## src/rtl/alu_pkg.sv

```systemverilog
// alu_pkg: op codes, FSM states and width constants shared by the ALU decoder and alu_seq.
package alu_pkg;
    localparam int XLEN_DEF = 32;
    localparam int SHAMT_W  = $clog2(XLEN_DEF);
    typedef enum logic [3:0] {
        ADD  = 4'd0,
        SUB  = 4'd1,
        AND  = 4'd2,
        OR   = 4'd3,
        XOR  = 4'd4,
        SLT  = 4'd5,
        SLTU = 4'd6,
        SLL  = 4'd7,
        SRL  = 4'd8,
        SRA  = 4'd9
    } alu_op_t;
    typedef enum logic [1:0] {IDLE, SHIFT, DONE} alu_state_t;
endpackage

```

## src/rtl/alu_seq_if.sv

```systemverilog
// alu_seq_if: request/response handshake bundle between the control FSM and alu_seq.
interface alu_seq_if #(parameter int XLEN = 32);
    logic            in_valid;
    logic            in_ready;
    logic [3:0]      ALUControl;
    logic [XLEN-1:0] SrcA;
    logic [XLEN-1:0] SrcB;
    logic            out_valid;
    logic            out_ready;
    logic [XLEN-1:0] ALUResult;
    logic            Zero;
    modport master (output in_valid, ALUControl, SrcA, SrcB, out_ready,
                    input  in_ready, out_valid, ALUResult, Zero);
    modport slave  (input  in_valid, ALUControl, SrcA, SrcB, out_ready,
                    output in_ready, out_valid, ALUResult, Zero);
endinterface

```

## src/rtl/alu_core.sv

```systemverilog
// alu_core: combinational single-cycle ALU ops; shifts and undefined codes yield 0.
module alu_core import alu_pkg::*; #(parameter int XLEN = 32) (
    input  logic [3:0]      op,
    input  logic [XLEN-1:0] a,
    input  logic [XLEN-1:0] b,
    output logic [XLEN-1:0] y
);
    always_comb begin
        y = '0;
        case (op)
            ADD:     y = a + b;
            SUB:     y = a - b;
            AND:     y = a & b;
            OR:      y = a | b;
            XOR:     y = a ^ b;
            SLT:     y = {{(XLEN-1){1'b0}}, $signed(a) < $signed(b)};
            SLTU:    y = {{(XLEN-1){1'b0}}, a < b};
            default: y = '0;
        endcase
    end
endmodule

```

## src/rtl/alu_seq.sv

```systemverilog
// alu_seq: handshaked execute ALU; single-cycle ops via alu_core, shifts via a 1-bit/cycle serial shifter.
module alu_seq import alu_pkg::*; #(parameter int XLEN = 32) (
    input logic      clk,
    input logic      rst_n,
    alu_seq_if.slave bus
);
    localparam int SW = $clog2(XLEN);
    alu_state_t      state, state_n;
    logic [XLEN-1:0] res, res_n, core_y;
    logic [SW-1:0]   cnt, cnt_n, shamt;
    logic [3:0]      op, op_n;
    logic            is_shift;
    alu_core #(.XLEN(XLEN)) u_core (.op(bus.ALUControl), .a(bus.SrcA), .b(bus.SrcB), .y(core_y));
    assign shamt    = bus.SrcB[SW-1:0];
    assign is_shift = bus.ALUControl inside {SLL, SRL, SRA};
    always_ff @(posedge clk or negedge rst_n) begin
        if (!rst_n) begin
            state <= IDLE;
            res   <= '0;
            cnt   <= '0;
            op    <= '0;
        end else begin
            state <= state_n;
            res   <= res_n;
            cnt   <= cnt_n;
            op    <= op_n;
        end
    end
    // SRA fill uses res MSB: it still holds the captured SrcA sign bit throughout the shift
    always_comb begin
        state_n = state;
        res_n   = res;
        cnt_n   = cnt;
        op_n    = op;
        case (state)
            IDLE: if (bus.in_valid) begin
                op_n = bus.ALUControl;
                if (is_shift && shamt != '0) begin
                    res_n   = bus.SrcA;
                    cnt_n   = shamt;
                    state_n = SHIFT;
                end else begin
                    res_n   = is_shift ? bus.SrcA : core_y;
                    state_n = DONE;
                end
            end
            SHIFT: begin
                res_n   = (op == SLL) ? {res[XLEN-2:0], 1'b0}
                                      : {(op == SRA) ? res[XLEN-1] : 1'b0, res[XLEN-1:1]};
                cnt_n   = cnt - 1'b1;
                state_n = (cnt == 1) ? DONE : SHIFT;
            end
            DONE:    state_n = bus.out_ready ? IDLE : DONE;
            default: state_n = IDLE;
        endcase
    end
    assign bus.in_ready  = (state == IDLE);
    assign bus.out_valid = (state == DONE);
    assign bus.ALUResult = res;
    assign bus.Zero      = (res == '0);
endmodule

```

## src/flat_wrapper.sv

```systemverilog
// flat-port wrapper written by rule: the top's interface ports become plain ports
module alu_seq_flat import alu_pkg::*;
#(parameter int XLEN = 32)
  (clk, rst_n, bus_in_valid, bus_ALUControl, bus_SrcA, bus_SrcB, bus_out_ready, bus_in_ready, bus_out_valid, bus_ALUResult, bus_Zero);
  alu_seq_if #(.XLEN(XLEN)) bus_i ();
  input logic clk;
  input logic rst_n;
  input wire logic [$bits(bus_i.in_valid)-1:0] bus_in_valid;
  input wire logic [$bits(bus_i.ALUControl)-1:0] bus_ALUControl;
  input wire logic [$bits(bus_i.SrcA)-1:0] bus_SrcA;
  input wire logic [$bits(bus_i.SrcB)-1:0] bus_SrcB;
  input wire logic [$bits(bus_i.out_ready)-1:0] bus_out_ready;
  output wire logic [$bits(bus_i.in_ready)-1:0] bus_in_ready;
  output wire logic [$bits(bus_i.out_valid)-1:0] bus_out_valid;
  output wire logic [$bits(bus_i.ALUResult)-1:0] bus_ALUResult;
  output wire logic [$bits(bus_i.Zero)-1:0] bus_Zero;
  assign bus_i.in_valid = bus_in_valid;
  assign bus_i.ALUControl = bus_ALUControl;
  assign bus_i.SrcA = bus_SrcA;
  assign bus_i.SrcB = bus_SrcB;
  assign bus_i.out_ready = bus_out_ready;
  assign bus_in_ready = bus_i.in_ready;
  assign bus_out_valid = bus_i.out_valid;
  assign bus_ALUResult = bus_i.ALUResult;
  assign bus_Zero = bus_i.Zero;
  alu_seq #(.XLEN(XLEN)) u_core (.clk(clk), .rst_n(rst_n), .bus(bus_i));
endmodule
```

## config.mk

```make
export PLATFORM = sky130hd
export DESIGN_NAME = alu_seq_flat
export DESIGN_NICKNAME = d
export VERILOG_FILES = /design/src/rtl/alu_pkg.sv /design/src/rtl/alu_seq_if.sv /design/src/rtl/alu_core.sv /design/src/rtl/alu_seq.sv /design/src/flat_wrapper.sv
export SDC_FILE = /design/constraint.sdc
export NUM_CORES = 1
export LEC_CHECK = 0
export ABC_AREA = 1
export CAP_MARGIN = 20
export CORE_UTILIZATION = 54
export CTS_CLUSTER_SIZE = 25
export DETAILED_ROUTE_END_ITERATION = 6
export PLACE_DENSITY = 0.83
export REMOVE_ABC_BUFFERS = 1
export SLEW_MARGIN = 30
export SYNTH_ARGS = -nofsm -noshare
export SYNTH_HDL_FRONTEND = slang
export SYNTH_HIERARCHICAL = 1
export SYNTH_SLANG_ARGS = --single-unit
```

## constraint.sdc

```tcl
create_clock -name clk -period 1.1 [get_ports clk]
set_input_delay 0.22 -clock clk [delete_from_list [all_inputs] [get_ports clk]]
set_output_delay 0.22 -clock clk [all_outputs]
set_load 0.03 [all_outputs]
```

==> impl_metrics.py, run 1 <==
metrics = {
    "logic_synthesis": {
        "synth.avg_cell_area_sq_um": 5.31,
        "yosysSeqAreaShare": 0.108,
        "ys_seq_elements": 43,
        "synth.distinct_cells": 40,
        "yosys_warnings": 6,
        "synthCells": 1876,
        "synth_edf_count": 0,
        "synthesis.area_sq_um": 9970,
        "synth_flop_cell": "dfrtp_1",
        "async_flop_share": 1.00,
    },
    "die": {
        "initial_utilization": 0.553,
        "ios": 107,
        "dieWidth_um": 138,
        "fp-row-count": 49,
        "die_h_um": 138,
    },
    "clocking": {
        "htree_num_levels": 2,
        "clock_sinks": 43,
        "clockRootBuffer": "clkbuf_16",
        "clock_path_buffers": 2,
        "cts_buffers": 5,
    },
    "global_routing": {
        "grt_max_degree": 44,
        "grt_pass1_wl_um": 124000,
        "grt_use_total": 0.851,
        "gr-total-overflow": 263,
        "grt_pass1_vias": 20300,
    },
    "placement": {
        "dpl.hpwl_um": 33500,
        "port_buffers": 106,
        "routabilityCongestion": 1.06,
        "dp.cells": 2496,
        "pre_cts_slack_ns": -1.75,
    },
    "run_status": {
        "status": "aborted with a tool error",
        "error_line": "[ERROR GRT-0116] Global routing finished with congestion. Check the congestion regions in the DRC Viewer.",
        "lastStage": "global routing",
    },
}
-- cells by family after synthesis --
group | share of synthesized area
buf+inv | 0.195
simple gates | 0.452
flops | 0.108
mux | 0.00113
compound gates | 0.106
fa+ha+maj | 0.136
xor+xnor | 0.00264
-- what timing repair did --
| item | CTS |
|---|---|
| cloned | 2 |
| hold buffers | 1 |
| hold endpoints to repair | 43 |
| endpoints found under the setup margin | 78 |
| resized for setup | 1186 |
| pin swaps | 365 |
| setup buffers | 70 |
-- Yosys cell counts (2+ instances only) --
| master | number | area, sq um |
|---|---|---|
| nor2_2 | 6 | 37.5 |
| xor2_1 | 3 | 26.3 |
| and2_1 | 5 | 31.3 |
| a31oi_1 | 4 | 25.0 |
| o21ai_0 | 45 | 225 |
| dfrtp_1 | 43 | 1080 |
| buf_2 | 42 | 210 |
| fa_1 | 2 | 40.0 |
| nand3_2 | 6 | 60.1 |
| nor3_1 | 11 | 55.1 |
| nand4_1 | 30 | 188 |
| o21bai_1 | 7 | 52.6 |
| inv_1 | 404 | 1520 |
| o21ai_1 | 2 | 10.0 |
| nor4_1 | 5 | 31.3 |
| o2111ai_1 | 2 | 17.5 |
| a21oi_2 | 2 | 17.5 |
| a21oi_1 | 69 | 345 |
| nand2_2 | 12 | 75.1 |
| clkbuf_1 | 8 | 30.0 |
| nand3b_1 | 4 | 30.0 |
| a21boi_1 | 12 | 90.1 |
| a221oi_1 | 8 | 70.1 |
| buf_6 | 6 | 67.6 |
| buf_4 | 10 | 75.1 |
| ha_1 | 105 | 1310 |
| nor3_2 | 4 | 40.0 |
| nor2_1 | 136 | 510 |
| nand3_1 | 221 | 1110 |
| o22ai_1 | 23 | 144 |
| o211ai_1 | 6 | 45.0 |
| inv_2 | 8 | 30.0 |
| nand2_1 | 618 | 2320 |
-- metrics by stage --
stage                util  cell area (sq um)
global placement    0.758              13700
CTS                 0.958              17300
detailed placement  0.758              13700
floorplan               -               9580
-- per-layer routing --
metal  GRT overflow  GRT usage
met1              3      0.833
met2            165      0.997
met3              3      0.736
met5              0      0.378
met4             92      0.873
==> run 2: changes to the inputs <==
--- a/config.mk
+++ b/config.mk
@@ -7,10 +7,9 @@
 export LEC_CHECK = 0
 export ABC_AREA = 1
 export CAP_MARGIN = 20
-export CORE_UTILIZATION = 54
-export CTS_CLUSTER_SIZE = 25
+export CORE_UTILIZATION = 40
 export DETAILED_ROUTE_END_ITERATION = 6
-export PLACE_DENSITY = 0.83
+export PLACE_DENSITY_LB_ADDON = 0.15
 export REMOVE_ABC_BUFFERS = 1
 export SLEW_MARGIN = 30
 export SYNTH_ARGS = -nofsm -noshare
==> constraint.sdc (replaced) <==
create_clock -name clk -period 1.45 [get_ports clk]
set_input_delay 0.29 -clock clk [delete_from_list [all_inputs] [get_ports clk]]
set_output_delay 0.29 -clock clk [all_outputs]
set_load 0.03 [all_outputs]
==> run 2 against run 1 <==
  * The flow now finishes, with violations (setup timing)
  * Synthesized cell count unchanged
  * Synthesized area unchanged
==> impl_metrics.py, run 2 <==
metrics = {
    "logic_synthesis": {
        "yosys-top-cells-area": "nand2_1, inv_1, ha_1",
        "synth.distinct_cells": 40,
        "yosysMostFrequentCell": "nand2_1",
        "synth_edf_count": 0,
        "synthTopCellsByCount": "nand2_1, inv_1, nand3_1",
        "yosys_warnings": 6,
        "synth.avg_cell_area_sq_um": 5.31,
        "yosysSeqAreaShare": 0.108,
        "synthCells": 1876,
        "post-synth-top-area-cell": "nand2_1",
        "ys_seq_elements": 43,
        "synth_flop_cell": "dfrtp_1",
        "async_flop_share": 1.00,
        "synthesis.area_sq_um": 9970,
        "yosysTopAreaCellShare": 0.233,
    },
    "sta": {
        "period_needed_ns": 2.03,
        "finalCritPeriodShare": 1.40,
        "max_freq_mhz": 492,
        "finalHoldViolations": 0,
        "fin_tns_setup_ns": -14.98,
        "worst_hold_slack_ns": 0.398,
        "setup-violations-final": 33,
        "rsz0062_at_grt": "true",
        "finalWorstSetupSlack_ns": -0.583,
        "worstMarginPinSlew_ns": 0.354,
        "slew_viol_final": 0,
        "finalClockSkew_ns": 0.00900,
        "slew_headroom": 0.761,
    },
    "final_layout": {
        "nets": 2518,
        "syn_to_final_growth_pct": 75.2,
        "area.sequential_sq_um": 1080,
        "largest_register_ffs": 32,
        "layout-drive-gt1-share": 0.485,
        "antennaDiodeCount": 0,
        "final_cell_mix": "nand2_1, buf_4, inv_1",
        "fillCellCount": 2117,
        "instances_no_fill": 2664,
        "final_common_cell": "nand2_1",
        "finalInstanceArea_sq_um": 17500,
        "multi_input_area_sq_um": 9580,
        "final_core_util": 0.716,
    },
    "power": {
        "powerDensity_nw_per_um2": 852,
        "intPower_mw": 7.42,
        "p_seq_frac": 0.152,
        "p_comb_frac": 0.746,
        "max-vdd-ir-drop_uv": 821,
        "p_total_mw": 14.9,
        "netSwitchingPower_mw": 7.46,
        "p_leak_nw": 9.50,
        "netSwitchingFraction": 0.501,
        "clkPwrFrac": 0.102,
    },
    "die": {
        "dieWidth_um": 160,
        "fp-row-count": 57,
        "initial_utilization": 0.409,
        "die_area_sq_um": 25600,
        "core_sq_um": 24400,
        "die_h_um": 160,
        "ios": 107,
    },
    "run": {
        "maxCapViolations": 0,
    },
    "clocking": {
        "htree_num_levels": 2,
        "cts_tree": "built",
        "cts_buffers": 5,
        "insertion_delay_ns": 0.30,
        "clock_sinks": 43,
        "path_clk_slew_ns": 0.06,
        "clockRootBuffer": "clkbuf_16",
        "clock_path_buffers": 2,
    },
    "placement": {
        "routabilityCongestion": 1.01,
        "dpl.hpwl_um": 34300,
        "place_area_sq_um": 13800,
        "port_buffers": 106,
        "pre_cts_slack_ns": -1.55,
        "dp.cells": 2577,
    },
    "detailed_routing": {
        "wl_um": 46400,
        "first_pass_iters": 5,
        "via_per_inst": 5.23,
        "wire_per_inst_um": 17.4,
        "ant_nets": 0,
        "vias": 13900,
        "drc": 0,
        "drtIter0Drc": 1050,
    },
    "global_routing": {
        "grt_max_degree": 44,
        "grt_use_total": 0.353,
        "grt_pass1_wl_um": 71300,
        "gr-total-overflow": 0,
        "antenna_found_initial": 0,
        "grt_pass1_vias": 13800,
    },
    "run_status": {
        "violations": "setup timing",
        "status": "finished with violations",
    },
    "setup_path": {
        "cp-start-kind": "input port",
        "crit_arrival_ns": 2.21,
        "crit_type": "in2reg",
        "cp_max_fo": 5,
        "critical_path_required_ns": 1.63,
        "end_kind": "register",
    },
    "hold_path": {
        "hold_path_class": "in2reg",
    },
}
run 2: cell counts after synthesis:
Identical to the previous run, type by type.
run 2: area by class of cell:
cell class	count	share of cell area
multi-input combinational	1353	0.548
timing repair buffer	523	0.263
inverter	413	0.0928
sequential	43	0.0616
tap	324	0.0232
clock buffer	6	0.00738
clock inverter	2	0.00344
run 2: worst max-delay path, cell delays in order:
cell and delay, ns:
buf_2 0.10, inv_2 0.04, ha_4 0.25, buf_4 0.14, o21bai_4 0.17, nand2_1 0.15
nand2_4 0.13, buf_4 0.13, a21oi_4 0.04, o21bai_1 0.13, nand2_1 0.06, nand3_1 0.07
nand3_1 0.07, inv_1 0.05, nand3_1 0.08, nand3_2 0.12, nand2_1 0.06, nand2_1 0.06
nand2_1 0.06
run 2: path summary, 6_finish.rpt:
path	startpoint	to	slack, ns	cells after the start
min reg2reg	u_core/op[0]$_DFFE_PN0P_	u_core/op[0]$_DFFE_PN0P_	0.51	1
min in group asynchronous	rst_n	u_core/bus.ALUResult[4]$_DFFE_PN0P_	0.50	3
max in group asynchronous	rst_n	u_core/bus.ALUResult[25]$_DFFE_PN0P_	0.70	3
max	bus_SrcA[7]	u_core/bus.ALUResult[18]$_DFFE_PN0P_	-0.58	19
min	bus_SrcA[0]	u_core/bus.ALUResult[0]$_DFFE_PN0P_	0.40	5
max reg2reg	u_core/state[1]$_DFFE_PN0P_	u_core/bus.ALUResult[23]$_DFFE_PN0P_	-0.07	7
run 2: repair_timing:
| item | CTS | global route |
|---|---|---|
| setup buffers | 64 | 15 |
| endpoints found under the hold margin | 43 | 0 |
| pin swaps | 232 | 135 |
| setup endpoints to repair | 64 | 42 |
| gates resized for setup | 954 | 262 |
| cloned | 0 | 1 |
| hold buffers | 1 | 0 |
run 2: logic make-up after synthesis:
logic type                 Yosys count  synth area share
xor gates and xnor gates             3           0.00264
AOI/OAI and AO/OA                  182             0.106
adders and majority gates          107             0.136
and+or+nand+nor                   1060             0.452
buffers and inverters              480             0.195
DFF                                 43             0.108
muxes                                1           0.00113
run 2: per-layer routing:
layer,wire length (um),part of all wire,vias to the layer above,global-route usage
met4,3130,0.068,0,0.207
li1,-,-,6733,-
met2,21900,0.47,577,0.608
met3,2770,0.060,176,0.0319
met5,0,0,-,0
met1,18600,0.40,6453,0.427
run 2: power groups by stage:
| stage | Combinational (mW) | Sequential [mW] | Clock [mW] |
|---|---|---|---|
| after CTS | 10.4 | 2.23 | 1.53 |
| after global placement | 9.08 | 2.24 | 0 |
| after floorplan | 3.95 | 2.89 | 0 |
| after detailed placement | 9.17 | 2.23 | 0 |
| final | 11.1 | 2.26 | 1.52 |
| after global routing | 12.0 | 2.31 | 1.59 |
Note: power is estimated with default switching activity, not from simulation.
==> run 3: changes to the inputs <==
--- a/config.mk
+++ b/config.mk
@@ -8,6 +8,7 @@
 export ABC_AREA = 1
 export CAP_MARGIN = 20
 export CORE_UTILIZATION = 40
+export CTS_CLUSTER_SIZE = 25
 export DETAILED_ROUTE_END_ITERATION = 6
 export PLACE_DENSITY_LB_ADDON = 0.15
 export REMOVE_ABC_BUFFERS = 1
==> results of run 3 <==
Final layout, timing and power as in run 2 (identical DEF).
